## src/rtl/z_alu_seq.sv

```systemverilog
// Registered MIPS ALU with valid/ready handshakes on both sides and an iterative
// shift-add unsigned multiplier that feeds the architectural HI/LO registers.
module z_alu_seq #(
    parameter  int WIDTH = 32,
    localparam int SHW   = $clog2(WIDTH)
) (
    input  logic             clk_in,
    input  logic             rst_in,
    input  logic             valid_in,
    output logic             ready_out,
    input  logic [31:0]      ins_in,
    input  logic [WIDTH-1:0] a_in,
    input  logic [WIDTH-1:0] b_in,
    input  logic [SHW-1:0]   shamt_in,
    output logic [WIDTH-1:0] out,
    output logic             zero,
    output logic             err,
    output logic [WIDTH-1:0] hi_out,
    output logic [WIDTH-1:0] lo_out,
    output logic             valid_out,
    input  logic             ready_in
);

    typedef enum logic [0:0] {IDLE, MUL} state_t;

    state_t             state_reg, state_next;
    logic [SHW-1:0]     count_reg;
    logic [WIDTH-1:0]   mcand_reg;
    logic [WIDTH-1:0]   mplier_reg;
    logic [2*WIDTH-1:0] acc_reg;
    logic [WIDTH-1:0]   out_reg, hi_reg, lo_reg;
    logic               zero_reg, err_reg, valid_reg;

    logic [5:0]         opcode, funct;
    logic [15:0]        imm;
    logic [WIDTH-1:0]   sext_imm, zext_imm;
    logic [WIDTH-1:0]   res_next;
    logic               zero_next, err_next, is_mul, accept;
    logic [WIDTH-1:0]   partial;
    logic [WIDTH:0]     sum;
    logic [2*WIDTH-1:0] acc_next;
    logic               mul_last;
    logic               unused_ins_bits;

    assign opcode          = ins_in[31:26];
    assign funct           = ins_in[5:0];
    assign imm             = ins_in[15:0];
    assign sext_imm        = WIDTH'($signed(imm));
    assign zext_imm        = WIDTH'(imm);
    assign unused_ins_bits = ^ins_in[25:16];

    // Instruction decode and single-cycle result.
    always_comb begin
        res_next  = '0;
        err_next  = 1'b0;
        is_mul    = 1'b0;
        zero_next = 1'b0;
        case (opcode)
            6'h00: begin
                case (funct)
                    6'h21: res_next = a_in + b_in;
                    6'h23: res_next = a_in - b_in;
                    6'h24: res_next = a_in & b_in;
                    6'h25: res_next = a_in | b_in;
                    6'h27: res_next = ~(a_in | b_in);
                    6'h2A: res_next = WIDTH'($signed(a_in) < $signed(b_in));
                    6'h2B: res_next = WIDTH'(a_in < b_in);
                    6'h00: res_next = a_in << shamt_in;
                    6'h02: res_next = a_in >> shamt_in;
                    6'h19: is_mul   = 1'b1;
                    6'h10: res_next = hi_reg;
                    6'h12: res_next = lo_reg;
                    default: err_next = 1'b1;
                endcase
                zero_next = !err_next && (res_next == '0);
            end
            6'h09, 6'h23, 6'h2B: begin
                res_next  = a_in + sext_imm;
                zero_next = (res_next == '0);
            end
            6'h0C: begin
                res_next  = a_in & zext_imm;
                zero_next = (res_next == '0);
            end
            6'h0D: begin
                res_next  = a_in | zext_imm;
                zero_next = (res_next == '0);
            end
            6'h0A: begin
                res_next  = WIDTH'($signed(a_in) < $signed(sext_imm));
                zero_next = (res_next == '0);
            end
            // Branches report "taken" on the zero flag rather than result==0.
            6'h04: begin
                res_next  = a_in - b_in;
                zero_next = (a_in == b_in);
            end
            6'h05: begin
                res_next  = a_in - b_in;
                zero_next = (a_in != b_in);
            end
            default: err_next = 1'b1;
        endcase
    end

    // One shift-add step: add multiplicand into the upper half, shift the whole
    // accumulator right; after WIDTH steps it holds the full product.
    assign partial  = mplier_reg[0] ? mcand_reg : '0;
    assign sum      = {1'b0, acc_reg[2*WIDTH-1:WIDTH]} + {1'b0, partial};
    assign acc_next = {sum, acc_reg[WIDTH-1:1]};
    assign mul_last = (count_reg == SHW'(WIDTH - 1));
    assign accept   = valid_in && ready_out;

    always_comb begin
        state_next = state_reg;
        ready_out  = 1'b0;
        case (state_reg)
            IDLE: begin
                ready_out = !rst_in && (!valid_reg || ready_in);
                if (valid_in && ready_out && is_mul)
                    state_next = MUL;
            end
            MUL: begin
                if (mul_last)
                    state_next = IDLE;
            end
            default: state_next = IDLE;
        endcase
    end

    always_ff @(posedge clk_in) begin
        if (rst_in) begin
            state_reg  <= IDLE;
            count_reg  <= '0;
            mcand_reg  <= '0;
            mplier_reg <= '0;
            acc_reg    <= '0;
            out_reg    <= '0;
            hi_reg     <= '0;
            lo_reg     <= '0;
            zero_reg   <= 1'b0;
            err_reg    <= 1'b0;
            valid_reg  <= 1'b0;
        end else begin
            state_reg <= state_next;
            case (state_reg)
                IDLE: begin
                    if (accept) begin
                        if (is_mul) begin
                            mcand_reg  <= a_in;
                            mplier_reg <= b_in;
                            acc_reg    <= '0;
                            count_reg  <= '0;
                            valid_reg  <= 1'b0;
                        end else begin
                            out_reg   <= res_next;
                            zero_reg  <= zero_next;
                            err_reg   <= err_next;
                            valid_reg <= 1'b1;
                        end
                    end else if (valid_reg && ready_in) begin
                        valid_reg <= 1'b0;
                    end
                end
                MUL: begin
                    acc_reg    <= acc_next;
                    mplier_reg <= mplier_reg >> 1;
                    count_reg  <= mul_last ? '0 : count_reg + 1'b1;
                    if (mul_last) begin
                        hi_reg    <= acc_next[2*WIDTH-1:WIDTH];
                        lo_reg    <= acc_next[WIDTH-1:0];
                        out_reg   <= acc_next[WIDTH-1:0];
                        zero_reg  <= (acc_next == '0);
                        err_reg   <= 1'b0;
                        valid_reg <= 1'b1;
                    end
                end
                default: ;
            endcase
        end
    end

    assign out       = out_reg;
    assign zero      = zero_reg;
    assign err       = err_reg;
    assign hi_out    = hi_reg;
    assign lo_out    = lo_reg;
    assign valid_out = valid_reg;

endmodule
```

## config.mk

```make
export PLATFORM = sky130hd
export DESIGN_NAME = z_alu_seq
export DESIGN_NICKNAME = d
export VERILOG_FILES = /design/src/rtl/z_alu_seq.sv
export SDC_FILE = /design/constraint.sdc
export NUM_CORES = 1
export LEC_CHECK = 0
export CORE_MARGIN = 2
export CORE_UTILIZATION = 40
export DETAILED_ROUTE_END_ITERATION = 8
export DONT_BUFFER_PORTS = 1
export PLACE_DENSITY = 0.61
export REMOVE_ABC_BUFFERS = 1
export SLEW_MARGIN = 20
export SYNTH_ARGS = -nofsm -noshare
export SYNTH_HDL_FRONTEND = slang
export SYNTH_SLANG_ARGS = --single-unit
```

## constraint.sdc

```tcl
create_clock -name clk_in -period 4.68 [get_ports clk_in]
set_input_delay 0.702 -clock clk_in [delete_from_list [all_inputs] [get_ports clk_in]]
set_output_delay 0.702 -clock clk_in [all_outputs]
set_load 0.01 [all_outputs]
```

==> impl_metrics.ini, run 1 <==
[status]
outcome = complete, no violations

[timing]
hold_slack_ns = 0.205
setup_ws_ns = 0.184
rsz0062_at_grt = false
fin_worst_skew_ns = 0.0199
relSlewSlack_pct = 29.1
worstMarginPinSlew_ns = 1.06
finalHoldViolCount = 0
max_freq_mhz = 222
setup_viol_count_final = 0
tns_ns = 0
post-route-period-util_pct = 96.1
finalCriticalPeriod_ns = 4.50
slew_viol_final = 0

[placement]
port_buffers = 0
pre_cts_ws_ns = 0.0507
dp_cells = 3955
place_congestion = 1.06
hpwl_um = 94400

[logic_synthesis]
synth_area_um2 = 24600
synth_top_area_share_pct = 18.9
yosys_register_bits = 232
synth_async_sr_flop_share_pct = 0
ys_seq_area_share_pct = 18.9
synth_common_cells = 333 x nor2_1, 331 x nand2_1, 298 x a21oi_1
ys_warn_count = 0
yosysMostFrequentCell = nor2_1
yosysTopAreaCell = dfxtp_1
synth_edf_count = 0
avgSynthCellArea_um2 = 7.53
yosys-top-cells-area = dfxtp_1 19%, ha_1 11%, a21oi_1 6.1%, nor2_1 5.1%, nand2_1 5.0%
ys.flop_type = dfxtp_1
synthCells = 3270
ys_types = 105

[clock_tree]
htreeDepth = 1
cts_hold_buf = 0
cts-root-buf = clkbuf_16
cts_max_path_buffers = 3
path_clk_slew_ns = 0.06
clkLatencyLatePin_ns = 0.59
cts_resized = 0
post_cts_buffers = 0
cts_buffers = 28
cts_tree = done
cts.sinks = 232

[routing]
dr_total_vias = 26900
detail_route.wl_per_cell_um = 30.1
route.detailed.drc = 0
wl_um = 121000
ant_nets = 0
dr.pass1.iters = 8
vias_per_cell = 6.71
drt-initial-drc-count = 3661

[final_layout]
nNetsFinal = 3524
num-fill-cells = 6284
stdcell_count = 4007
drive_gt1_share_pct = 10.0
area_growth_pct = 8.77
largest_register_ffs = 63

[worst_setup_path]
critPathLaunchType = flop
path_cells = and2_1 > ha_1 > fa_1 > a211oi_2 > nor2_1 > xor2_1 > or4_1 > or4_1 > nor3_2 > nand3_1 > nor4_2 > buf_4 > nand4_1 > or4b_1 > a211oi_2
critPathBufInv = 1
slowest_delay_ns = 0.58
crit_path_top_delay_cell = or4b_1
crit_path_max_fanout = 3
crit_arrival_ns = 5.00
crit_family = simple AND/OR/NAND/NOR gates
cp.required_ns = 5.18
path_class = reg2reg
crit_path_end_kind = flop

[grt]
overflow = 0
grt_pass1_vias = 24700
grt_pass1_wl_um = 173000
antenna_found_initial = 3
grt_use_total_pct = 36.6
grt_start_max_net_pins = 176

[power]
total_power_mw = 6.00
peakVddDrop_uv = 310
pwr_density_cell_nw_per_um2 = 224
p_leak_nw = 10.7

[floorplan]
die_h_um = 252
io_pins = 205
core_um2 = 60600
die_area_um2 = 63500
rows = 90
start_util_pct = 40.6
die_w_um = 252

[job]
drv_cap = 0

[hold_path]
hold_path_class = in2reg
cells by family (layout without fill, tap and decap cells):
logic type	after synthesis	count (layout)	share of synthesized area, %
AND/OR/NAND/NOR	1101	1101	21.3
adder cells (fa/ha/maj)	216	216	11.1
buffers and inverters	399	353	6.67
flip-flops	232	232	18.9
multiplexers	173	173	9.09
XOR/XNOR	104	104	3.70
other	0	1	0
AO/OA/AOI/OAI	1045	1045	29.3
report_power, final:
part / switching [mW] / internal [mW] / leakage, nW / total (mW)
clock network: 0.921 / 1.30 / 0.464 / 2.22
registers: 0.0213 / 1.99 / 1.87 / 2.01
logic: 1.10 / 0.669 / 8.38 / 1.77
worst paths after layout:
path	slack, ns	cells past startpoint	endpoint	startpoint
worst max register to register	0.18	15	zero	mplier_reg[0]
worst min register to register	0.44	2	mcand_reg[5]	mcand_reg[5]
worst max-delay path	0.18	15	zero	mplier_reg[0]
worst min-delay path	0.20	1	mcand_reg[5]	rst_in
routing by layer:
layer	global-route usage, %	share of wire, %
met1	50.0	41
met2	54.3	42
met3	9.37	12
met4	15.9	5.1
met5	0	0.019
metrics by stage:
stage / instance area, µm² / utilization, %
CTS: 26800 / 44.2
global placement: 25800 / 42.6
finish: 26800 / 44.2
global route: 26800 / 44.2
floorplan: 23500 / -
detailed placement: 25800 / 42.6
placed cells by master, fill, tap and decap left out, types with 18 or more instances in the layout:
master / synthesis / layout
a21oi_1: 298 / 297
clkbuf_16: 0 / 29
nand4_1: 44 / 44
o22ai_1: 21 / 21
nor3_1: 79 / 75
a21o_1: 42 / 42
buf_4: 7 / 153
and3_1: 23 / 23
a22o_1: 71 / 71
inv_1: 139 / 139
nand3_1: 49 / 49
nor3b_1: 38 / 38
nand2_1: 331 / 330
o221ai_1: 20 / 20
xor2_1: 33 / 33
xnor2_1: 71 / 71
a221oi_1: 31 / 31
nor4_1: 42 / 40
and2_1: 49 / 49
mux2i_1: 111 / 111
a211oi_1: 58 / 58
dfxtp_1: 232 / 231
o21bai_1: 33 / 33
mux2_2: 22 / 22
a222oi_1: 24 / 24
ha_1: 212 / 212
o21ai_0: 141 / 141
mux4_2: 35 / 35
nor2b_1: 27 / 25
a31oi_1: 22 / 22
o2111ai_1: 18 / 18
nor2_1: 333 / 330
a22oi_1: 30 / 30
o211ai_1: 59 / 59
nand2b_1: 24 / 24
a221o_1: 20 / 20
cell type report:
class,instances,area (µm²),share of cell area (%)
inverter,143,537,2.00
sequential,232,4650,17.4
clock buffer,40,837,3.13
tap,782,978,3.65
antenna,1,2.50,0.00935
multi-input combinational,2639,18400,68.7
timing repair buffer,159,1270,4.74
clock inverter,11,97.6,0.364
No activity file was read; power rests on OpenSTA's default activity.
==> inputs of run 2 (changes only) <==
--- a/config.mk
+++ b/config.mk
@@ -5,7 +5,6 @@
 export SDC_FILE = /design/constraint.sdc
 export NUM_CORES = 1
 export LEC_CHECK = 0
-export CORE_MARGIN = 2
 export CORE_UTILIZATION = 40
 export DETAILED_ROUTE_END_ITERATION = 8
 export DONT_BUFFER_PORTS = 1
==> run 2 against run 1 <==
Worst setup slack better by 0.030 ns. Die area down 1.6%. Global-route usage up 0.99 points. Worst hold slack better by 0.0061 ns. Clock skew up 0.0087 ns. Utilization up 0.12 points. Clock power about the same. Highest routed layer unchanged.
==> impl_metrics.ini, run 2 (synthesized netlist as in run 1, its figures left out) <==
[worst_setup_path]
cp.required_ns = 5.15
crit_path_end_kind = flop
path_class = reg2reg
crit_arrival_ns = 4.94
crit_path_max_fanout = 32
path_cells = buf_12 > and2_1 > ha_1 > a2111oi_0 > o21ai_1 > a22oi_1 > xnor2_1 > nor4_1 > nand2_1 > nor4_2 > buf_4 > nand4_1 > or4b_1 > a211oi_2
crit_path_top_delay_cell = or4b_1
r2r_slack_ns = 0.21
reg2reg_depth = 14
slowest_delay_ns = 0.56
crit_family = simple AND/OR/NAND/NOR gates
r2r-start = mplier_reg[0]
critPathLaunchType = flop
r2r-end = zero
critPathBufInv = 2

[hold_path]
min_from = rst_in
holdPathEnd = mcand_reg[5]
holdPathStages = 1
hold_path_class = in2reg

[timing]
finalCriticalPeriod_ns = 4.47
worstMarginPinSlew_ns = 1.12
post-route-period-util_pct = 95.4
setup_viol_count_final = 0
finalHoldViolCount = 0
max_freq_mhz = 224
slew_viol_final = 0
hold_slack_ns = 0.211
rsz0062_at_grt = false
tns_ns = 0
fin_worst_skew_ns = 0.0286
relSlewSlack_pct = 24.9

[floorplan]
rows = 90
die_area_um2 = 62500
core_um2 = 60600
die_w_um = 250
io_pins = 205
die_h_um = 250
start_util_pct = 40.6

[clock_tree]
cts.sinks = 232
clkLatencyLatePin_ns = 0.58
cts_hold_buf = 0
cts-root-buf = clkbuf_16
cts_tree = done
cts_buffers = 26
post_cts_buffers = 0
cts_max_path_buffers = 3
htreeDepth = 1
path_clk_slew_ns = 0.06
cts_resized = 0

[final_layout]
drive_gt1_share_pct = 10.2
most-common-layout-cells = 330 x nand2_1, 330 x nor2_1, 297 x a21oi_1
largest_register_ffs = 63
area_growth_pct = 9.06
nNetsFinal = 3533

[routing]
route.detailed.drc = 0
drt-initial-drc-count = 3551
detail_route.wl_per_cell_um = 30.4
ant_nets = 0
wl_um = 122000
vias_per_cell = 6.71
dr.pass1.iters = 9
dr_total_vias = 26900

[grt]
overflow = 0
grt_pass1_wl_um = 175000
grt_pass1_vias = 24700
antenna_found_initial = 8
grt_use_total_pct = 37.6
grt_start_max_net_pins = 176

[placement]
port_buffers = 0
hpwl_um = 95100
place_congestion = 1.07

[job]
drv_cap = 0

[power]
p_leak_nw = 10.7
pwr_density_cell_nw_per_um2 = 224
peakVddDrop_uv = 243

[status]
outcome = complete, no violations
==> run 2: cell types whose count changed in the layout (fill, tap and decap cells not counted), moves of 2 or more <==
cell / change
clkinv_4: +2
diode_2: +2
buf_4: +11
clkbuf_8: -2
bufinv_16: +2
clkbuf_16: -2
clkinv_2: -4
==> run 2: worst max path at each step <==
| stage | startpoint | end | slack (ns) | cells after the start |
|---|---|---|---|---|
| 4_1_cts | mplier_reg[0] | zero | 0.22 | 15 |
| 2_1_floorplan | ins_in[31] | count_reg[2] | -5.34 | 7 |
| 6_report | mplier_reg[0] | zero | 0.21 | 14 |
| 5_1_grt | mplier_reg[0] | zero | 0.04 | 15 |
| 3_5_place_dp | a_in[11] | zero | 0.18 | 14 |
| 3_3_place_gp | a_in[11] | zero | 0.21 | 14 |
==> run 2: final cells by class <==
type	instances	area [µm²]
fill	6435	33700
multi-input combinational	2639	18400
sequential	232	4650
timing repair buffer	170	1350
tap	782	978
clock buffer	36	759
inverter	143	537
clock inverter	12	163
antenna	3	7.51
==> run 2: layer usage <==
metal	up-vias	global-route usage, %	share of wire, %
met5	-	0	0.021
met4	4	16.2	5.3
met3	325	11.0	12
met2	1625	56.2	42
met1	13000	50.0	41
li1	12000	-	-
==> run 2: worst reg2reg max path, cell delays in order, from the launching register on <==
cell,delay (ns)
dfxtp_1,0.42
buf_12,0.21
and2_1,0.18
ha_1,0.27
a2111oi_0,0.36
o21ai_1,0.24
a22oi_1,0.46
xnor2_1,0.21
nor4_1,0.49
nand2_1,0.16
nor4_2,0.29
buf_4,0.18
nand4_1,0.14
or4b_1,0.56
a211oi_2,0.22
==> run 2: where the power goes <==
group / switching, mW / internal [mW]
Combinational: 1.10 / 0.673
Sequential: 0.0213 / 1.99
Clock: 0.922 / 1.31
==> run 2: metrics by stage <==
| step | total power, mW | cells | cell area, µm² | utilization, % | setup slack [ns] |
|---|---|---|---|---|---|
| floorplan | 3.17 | 3014 | 23500 | - | -5.34 |
| global placement | 3.77 | 3966 | 25900 | 42.8 | 0.213 |
| detailed placement | 3.76 | 3966 | 25900 | 42.8 | 0.180 |
| CTS | 5.97 | 4014 | 26800 | 44.3 | 0.223 |
| global route | 6.23 | 4014 | 26800 | 44.3 | 0.0418 |
| finish | 6.02 | 4017 | 26800 | 44.3 | 0.214 |
